[src/rtl/irq_ctrl_pkg.sv]
// -----------------------------------------------------------------------------
// irq_ctrl_pkg
// Shared definitions for the interrupt controller: APB register offsets
// (decoded from PADDR[3:2]), ID register layout and synchroniser depth.
//
// Configuration macro: IRQ_CTRL_SYNC_EN -- when defined, each source passes
// through a two-flop synchroniser before edge detection (SYNC_STAGES = 2).
// -----------------------------------------------------------------------------
package irq_ctrl_pkg;

  localparam int DATA_W = 32;
  localparam int ADDR_W = 32;
  localparam int IDX_W  = 5;

  // Register offsets, as word index PADDR[3:2].
  typedef enum logic [1:0] {
    REG_PENDING = 2'd0,
    REG_MASK    = 2'd1,
    REG_ID      = 2'd2,
    REG_SWSET   = 2'd3
  } reg_sel_e;

  // Bit of the ID register that mirrors irq_o.
  localparam int ID_VALID_BIT = 31;

`ifdef IRQ_CTRL_SYNC_EN
  localparam int SYNC_STAGES = 2;
`else
  localparam int SYNC_STAGES = 0;
`endif

  // ID register image: valid flag at ID_VALID_BIT, index in the low bits.
  function automatic logic [DATA_W-1:0] id_word(logic valid, logic [IDX_W-1:0] id);
    logic [DATA_W-1:0] w;
    w               = '0;
    w[ID_VALID_BIT] = valid;
    w[IDX_W-1:0]    = id;
    return w;
  endfunction

endpackage

[src/rtl/irq_ctrl_if.sv]
// -----------------------------------------------------------------------------
// irq_ctrl_if
// APB slave bus bundle for the interrupt controller.
//   master modport: drives PSEL/PENABLE/PWRITE/PADDR/PWDATA, receives
//                   PRDATA/PREADY (testbench or interconnect side).
//   slave  modport: the opposite directions (irq_ctrl side).
// -----------------------------------------------------------------------------
interface irq_ctrl_if;
  import irq_ctrl_pkg::*;

  logic              PSEL;
  logic              PENABLE;
  logic              PWRITE;
  logic [ADDR_W-1:0] PADDR;
  logic [DATA_W-1:0] PWDATA;
  logic [DATA_W-1:0] PRDATA;
  logic              PREADY;

  modport master (
    output PSEL, PENABLE, PWRITE, PADDR, PWDATA,
    input  PRDATA, PREADY
  );

  modport slave (
    input  PSEL, PENABLE, PWRITE, PADDR, PWDATA,
    output PRDATA, PREADY
  );

endinterface

[src/rtl/irq_prio_enc.sv]
// -----------------------------------------------------------------------------
// irq_prio_enc
// Lowest-index-first priority encoder: index 0 has the highest priority.
//   req_i   [NSRC-1:0]  request vector
//   idx_o   [4:0]       lowest set index, 0 when no request
//   valid_o             at least one request set
// -----------------------------------------------------------------------------
module irq_prio_enc
  import irq_ctrl_pkg::*;
#(
  parameter int NSRC = 8
) (
  input  logic [NSRC-1:0]  req_i,
  output logic [IDX_W-1:0] idx_o,
  output logic             valid_o
);

  // NOTE: every output gets a default before any conditional assignment, so
  // no path leaves a value unassigned and no latch is inferred.
  always_comb begin
    idx_o   = '0;
    valid_o = 1'b0;
    // Scan from the top down so the lowest set index is the last one written.
    for (int i = NSRC - 1; i >= 0; i--) begin
      if (req_i[i]) begin
        idx_o   = IDX_W'(i);
        valid_o = 1'b1;
      end
    end
  end

endmodule

[src/rtl/irq_ctrl.sv]
// -----------------------------------------------------------------------------
// irq_ctrl
// Edge-sensitive interrupt controller with an APB register interface.
//
// Ports:
//   PCLK        clock, all state changes on the rising edge
//   PRESET      asynchronous, active-high reset
//   irq_src_i   [NSRC-1:0] interrupt sources, rising-edge sensitive
//   apb         irq_ctrl_if.slave APB bus (zero wait states)
//   irq_o       core interrupt request (|(pending & mask))
//   irq_id_o    [4:0] lowest active index
//   irq_ack_i   core acknowledge of irq_id_o; ignored while irq_o = 0
//
// Register map (PADDR[3:2]): 0 PENDING (R/W1C), 1 MASK (R/W),
//   2 ID (RO, {irq_o @31, irq_id_o @4:0}), 3 SWSET (W1S, reads 0).
//
// Configuration macro: IRQ_CTRL_SYNC_EN adds a two-flop synchroniser per
// source ahead of edge detection (+2 cycles of set latency).
// -----------------------------------------------------------------------------
module irq_ctrl
  import irq_ctrl_pkg::*;
#(
  parameter int NSRC = 8
) (
  input  logic             PCLK,
  input  logic             PRESET,
  input  logic [NSRC-1:0]  irq_src_i,
  irq_ctrl_if.slave        apb,
  output logic             irq_o,
  output logic [IDX_W-1:0] irq_id_o,
  input  logic             irq_ack_i
);

  // Edge detection is held off for this many edges after reset so that a
  // source already high when reset releases is not seen as a new edge.
  localparam int ARM_LEN = SYNC_STAGES + 1;

  logic [NSRC-1:0]    src_in;
  logic [NSRC-1:0]    src_q;
  logic [NSRC-1:0]    rise;
  logic [NSRC-1:0]    pending;
  logic [NSRC-1:0]    mask;
  logic [NSRC-1:0]    active;
  logic [NSRC-1:0]    ack_mask;
  logic [NSRC-1:0]    w1c_mask;
  logic [NSRC-1:0]    swset_mask;
  logic [ARM_LEN-1:0] arm_q;
  logic               armed;
  logic               mask_we;
  logic               wr_en;
  logic               rd_en;
  logic               ack_take;
  logic               enc_valid;
  reg_sel_e           sel;
  logic [DATA_W-1:0]  rdata;
  logic               unused_ok;

  // ---------------------------------------------------------------------------
  // Source conditioning
  // ---------------------------------------------------------------------------
`ifdef IRQ_CTRL_SYNC_EN
  logic [NSRC-1:0] sync_q1;
  logic [NSRC-1:0] sync_q2;

  always_ff @(posedge PCLK or posedge PRESET) begin
    if (PRESET) begin
      sync_q1 <= '0;
      sync_q2 <= '0;
    end else begin
      sync_q1 <= irq_src_i;
      sync_q2 <= sync_q1;
    end
  end

  assign src_in = sync_q2;
`else
  assign src_in = irq_src_i;
`endif

  // NOTE: sequential state is updated with non-blocking assignments only, so
  // every flop samples the pre-edge value of its neighbours. Every flop here
  // is a control register and gets an explicit reset value.
  always_ff @(posedge PCLK or posedge PRESET) begin
    if (PRESET) begin
      src_q <= '0;
      arm_q <= '0;
    end else begin
      src_q <= src_in;
      arm_q <= (arm_q << 1) | ARM_LEN'(1);
    end
  end

  assign armed = arm_q[ARM_LEN-1];
  assign rise  = src_in & ~src_q & {NSRC{armed}};

  // ---------------------------------------------------------------------------
  // Priority / request
  // ---------------------------------------------------------------------------
  assign active = pending & mask;

  irq_prio_enc #(
    .NSRC (NSRC)
  ) u_prio_enc (
    .req_i   (active),
    .idx_o   (irq_id_o),
    .valid_o (enc_valid)
  );

  assign irq_o    = enc_valid;
  assign ack_take = irq_ack_i & irq_o;

  always_comb begin
    ack_mask = '0;
    for (int i = 0; i < NSRC; i++) begin
      ack_mask[i] = ack_take && (irq_id_o == IDX_W'(i));
    end
  end

  // ---------------------------------------------------------------------------
  // APB decode
  // ---------------------------------------------------------------------------
  assign sel   = reg_sel_e'(apb.PADDR[3:2]);
  assign wr_en = apb.PSEL & apb.PENABLE &  apb.PWRITE;
  assign rd_en = apb.PSEL & apb.PENABLE & ~apb.PWRITE;

  always_comb begin
    w1c_mask   = '0;
    swset_mask = '0;
    mask_we    = 1'b0;
    if (wr_en) begin
      case (sel)
        REG_PENDING: w1c_mask   = apb.PWDATA[NSRC-1:0];
        REG_MASK:    mask_we    = 1'b1;
        REG_SWSET:   swset_mask = apb.PWDATA[NSRC-1:0];
        default:     ; // ID is read-only
      endcase
    end
  end

  // Set events (edge or SWSET) are OR-ed in after the clears, so a set wins
  // over an ack or W1C to the same bit in the same cycle.
  always_ff @(posedge PCLK or posedge PRESET) begin
    if (PRESET) begin
      pending <= '0;
      mask    <= '0;
    end else begin
      pending <= (pending & ~(ack_mask | w1c_mask)) | rise | swset_mask;
      if (mask_we) begin
        mask <= apb.PWDATA[NSRC-1:0];
      end
    end
  end

  // Read data is driven only during a read access phase and forced to zero
  // during reset; bits at or above NSRC stay zero.
  always_comb begin
    rdata = '0;
    if (rd_en && !PRESET) begin
      case (sel)
        REG_PENDING: rdata[NSRC-1:0] = pending;
        REG_MASK:    rdata[NSRC-1:0] = mask;
        REG_ID:      rdata           = id_word(irq_o, irq_id_o);
        default:     rdata           = '0;
      endcase
    end
  end

  assign apb.PRDATA = rdata;
  assign apb.PREADY = apb.PSEL & apb.PENABLE & ~PRESET;

  // Address and data bits outside the decoded fields are intentionally ignored.
  assign unused_ok = &{1'b0, apb.PADDR[ADDR_W-1:4], apb.PADDR[1:0], apb.PWDATA};

endmodule

[src/flat_wrapper.sv]
// flat-port wrapper written by rule: the top's interface ports become plain ports
module irq_ctrl_flat import irq_ctrl_pkg::*;
#(
  parameter int NSRC = 8
)
  (PCLK, PRESET, irq_src_i, irq_o, irq_id_o, irq_ack_i, apb_PSEL, apb_PENABLE, apb_PWRITE, apb_PADDR, apb_PWDATA, apb_PRDATA, apb_PREADY);
  irq_ctrl_if apb_i ();
  input  logic PCLK;
  input  logic PRESET;
  input  logic [NSRC-1:0] irq_src_i;
  output logic irq_o;
  output logic [IDX_W-1:0] irq_id_o;
  input  logic irq_ack_i;
  input wire logic [$bits(apb_i.PSEL)-1:0] apb_PSEL;
  input wire logic [$bits(apb_i.PENABLE)-1:0] apb_PENABLE;
  input wire logic [$bits(apb_i.PWRITE)-1:0] apb_PWRITE;
  input wire logic [$bits(apb_i.PADDR)-1:0] apb_PADDR;
  input wire logic [$bits(apb_i.PWDATA)-1:0] apb_PWDATA;
  output wire logic [$bits(apb_i.PRDATA)-1:0] apb_PRDATA;
  output wire logic [$bits(apb_i.PREADY)-1:0] apb_PREADY;
  assign apb_i.PSEL = apb_PSEL;
  assign apb_i.PENABLE = apb_PENABLE;
  assign apb_i.PWRITE = apb_PWRITE;
  assign apb_i.PADDR = apb_PADDR;
  assign apb_i.PWDATA = apb_PWDATA;
  assign apb_PRDATA = apb_i.PRDATA;
  assign apb_PREADY = apb_i.PREADY;
  irq_ctrl #(.NSRC(NSRC)) u_core (.PCLK(PCLK), .PRESET(PRESET), .irq_src_i(irq_src_i), .apb(apb_i), .irq_o(irq_o), .irq_id_o(irq_id_o), .irq_ack_i(irq_ack_i));
endmodule
[config.mk]
export PLATFORM = sky130hd
export DESIGN_NAME = irq_ctrl_flat
export DESIGN_NICKNAME = d
export VERILOG_FILES = /design/src/rtl/irq_ctrl_pkg.sv /design/src/rtl/irq_ctrl_if.sv /design/src/rtl/irq_prio_enc.sv /design/src/rtl/irq_ctrl.sv /design/src/flat_wrapper.sv
export SDC_FILE = /design/constraint.sdc
export NUM_CORES = 1
export LEC_CHECK = 0
export ABC_AREA = 1
export CORE_ASPECT_RATIO = 1.4
export CORE_MARGIN = 1
export CORE_UTILIZATION = 35
export DETAILED_ROUTE_END_ITERATION = 16
export PLACE_DENSITY = 0.89
export SKIP_LAST_GASP = 1
export SLEW_MARGIN = 20
export SYNTH_ARGS = -nofsm -noshare
export SYNTH_HDL_FRONTEND = slang
export SYNTH_SLANG_ARGS = --single-unit
[constraint.sdc]
create_clock -name PCLK -period 1.5 [get_ports PCLK]
set_input_delay 0.3 -clock PCLK [delete_from_list [all_inputs] [get_ports PCLK]]
set_output_delay 0.3 -clock PCLK [all_outputs]
set_load 0.01 [all_outputs]
==> reports/results.ini <==
[cells_and_area]
area_growth_pct = 61.35
nets = 401
antenna_cells = 0
stdcell_count = 384
drive_gt1_share_pct = 41.61
fill_cells = 391

[clock_network]
cts_buffers = 3
clock-root-buffer = clkbuf_8
cts_num_sinks = 25
clk_path_buf_depth = 2
clock_latency_ns = 0.27
ctsHoldBuffers = 0
htree_levels = 1
path_clk_slew_ns = 0.08
cts_tree = yes

[yosys]
synthTopCellsByCount = nand2_1, inv_1, buf_4, dfrtp_1, a31oi_1
synth_top_area_cell = dfrtp_1
yosysWarningCount = 0
synth_cell_types = 23
synthTopCellsByArea = dfrtp_1, nand2_1, buf_4, inv_1, a31oi_1
synth_top_area_share_pct = 37.45
synth-async-reset-ratio_pct = 100.0
syn_area_um2 = 1670
netlist_instances = 227
synthFlopType = dfrtp_1
avgSynthCellArea_um2 = 7.358
seq_area_frac_synth_pct = 37.45
ys_ff_latch = 25
synth_edf_count = 0
yosysMostFrequentCell = nand2_1

[setup_path]
cp-end-kind = output pin
cp_cell_sequence = nand2_2, nand2_4, nor2_4, inv_2, nor2_4, nand2_2, a31oi_4, buf_2
startpoint_type = flop
crit_path_max_incr_delay_ns = 0.43
r2r_start = u_core.mask[5]
critical_path_required_ns = 1.20
worstPathArrival_ns = 1.52
slowest_stage = dfrtp_1
cp-startpoint = u_core.mask[3]
path_class = flop to output pin
crit_fanout = 2

[timing]
hold_viol_final = 0
rsz0062_at_grt = yes
skew_ns = 0.002265
slew_viol_final = 0
setup_viol = 13
max_clock_freq_mhz = 550.9
min_period_ns = 1.815
setup_tns_ns = -2.356
timing.final.ws_setup_ns = -0.3153
post-route-period-util_pct = 121.0

[placement]
port_buffers = 37
preCtsSetupSlack_ns = -0.7996
place_congestion = 0.8531
place_inst = 361
dp_hpwl_um = 3412

[routing]
ant_nets = 0
num_vias = 1872
wirelength_um = 5177
route.detailed.drc = 0
drt_iter0_drc = 81
vias_per_cell = 4.875
first_pass_iters = 4
routedWlPerCell_um = 13.48

[floorplanning]
num_io_pins = 117
die_area_um2 = 5057
die_y_um = 83.74
row_count = 29
die_w_um = 60.39
core_um2 = 4572
initial_utilization_pct = 36.54

[hold_path]
holdCritPathClass = input port to async pin

[job]
cap_viol_max_count = 0

[global_route]
antenna_found_initial = 0
track_usage_pct = 19.68
grt.overflow.total = 0
grt_pass1_wl_um = 7603
grt_max_degree = 26
grt_pass1_vias = 1744

[power_and_ir_drop]
p_per_area_nw_per_um2 = 1401
p_leak_nw = 1.430
max-vdd-ir-drop_mv = 0.8001

[run_status]
status = finished, violations left
violations = setup timing

stage by stage:
| step | utilization (%) | hold WS (ns) | power, mW | area [µm²] |
|---|---|---|---|---|
| 2_1_floorplan | - | 0.3273 | 1.829 | 1769 |
| 3_3_place_gp | 51.07 | 0.5327 | 2.583 | 2335 |
| 3_5_place_dp | 51.07 | 0.5449 | 2.655 | 2335 |
| 4_1_cts | 56.40 | 0.2188 | 3.473 | 2579 |
| 5_1_grt | 58.95 | 0.2568 | 3.977 | 2695 |
| 6_report | 58.95 | 0.2382 | 3.777 | 2695 |
flip-flops by register name (all words and copies together) (netlist names):
signal,count
u_core.pending,8
u_core.arm_q,1
u_core.mask,8
u_core.src_q,8
worst paths after layout:
kind | end | slack (ns) | depth (start not counted)
hold reg to reg | u_core.pending[5] | 0.57 | 3
setup / recovery | apb_PRDATA[2] | -0.32 | 8
min in group PCLK | u_core.src_q[4] | 0.49 | 1
max in group asynchronous | u_core.src_q[3] | 1.11 | 3
setup reg to reg | u_core.pending[5] | -0.04 | 9
hold / removal | u_core.mask[2] | 0.24 | 3
metal layers:
layer / vias to the layer above / global-route usage (%) / routed length [µm]
met5: - / 0 / 0
met4: 0 / 11.21 / 209
met3: 23 / 1.550 / 316
met2: 99 / 36.96 / 2867
met1: 892 / 19.74 / 1784
li1: 858 / - / -
power by group:
group          switching, mW  internal [mW]  leakage, nW
logic                   1.20           1.22         1.11
clock network          0.209          0.186       0.0255
registers              0.129          0.832        0.290
total                   1.54           2.24         1.43
worst max-delay path, delay by kind of cell, from the launching register on:
family | cells | cell delay [ns]
compound gates | 1 | 0.13
buf+inv | 2 | 0.20
flops | 1 | 0.43
simple gates | 5 | 0.48
area by class of cell:
class | count | area [µm²] | share of cell area [%]
inverters | 43 | 173.9 | 6.453
multi-input cells | 156 | 945.9 | 35.10
flip-flops and latches | 25 | 625.6 | 23.21
repair buffers | 94 | 825.8 | 30.64
clock buffers | 3 | 41.29 | 1.532
well taps | 62 | 77.57 | 2.878
clock inverters | 1 | 5.005 | 0.1857
placed cells by master (no fill, tap or decap), types with 7 or more instances in the layout:
master	count
a31oi_1	17
buf_2	12
buf_4	38
buf_6	20
clkdlybuf4s50_1	17
conb_1	26
dfrtp_1	25
inv_1	32
inv_2	7
nand2_1	41
nand2_2	18
nand2_4	8
nor2_4	9
nor3_1	8
o21ai_1	11
timing repair:
action                     in CTS  in global routing
pin swaps                      21                 34
setup endpoints to repair      16                 22
gates resized for setup       108                 36
cloned                          1                  0
buffers inserted               16                  8
kinds of logic (layout without fill, tap and decap cells):
| kind of cell | Yosys count | in the layout | share of synthesized area [%] |
|---|---|---|---|
| AOI/OAI and AO/OA | 34 | 34 | 12.21 |
| other | 2 | 26 | 0.4496 |
| buffers and inverters | 71 | 141 | 21.65 |
| DFF | 25 | 25 | 37.45 |
| and+or+nand+nor | 95 | 96 | 28.24 |
(Power assumes the default switching activity.)
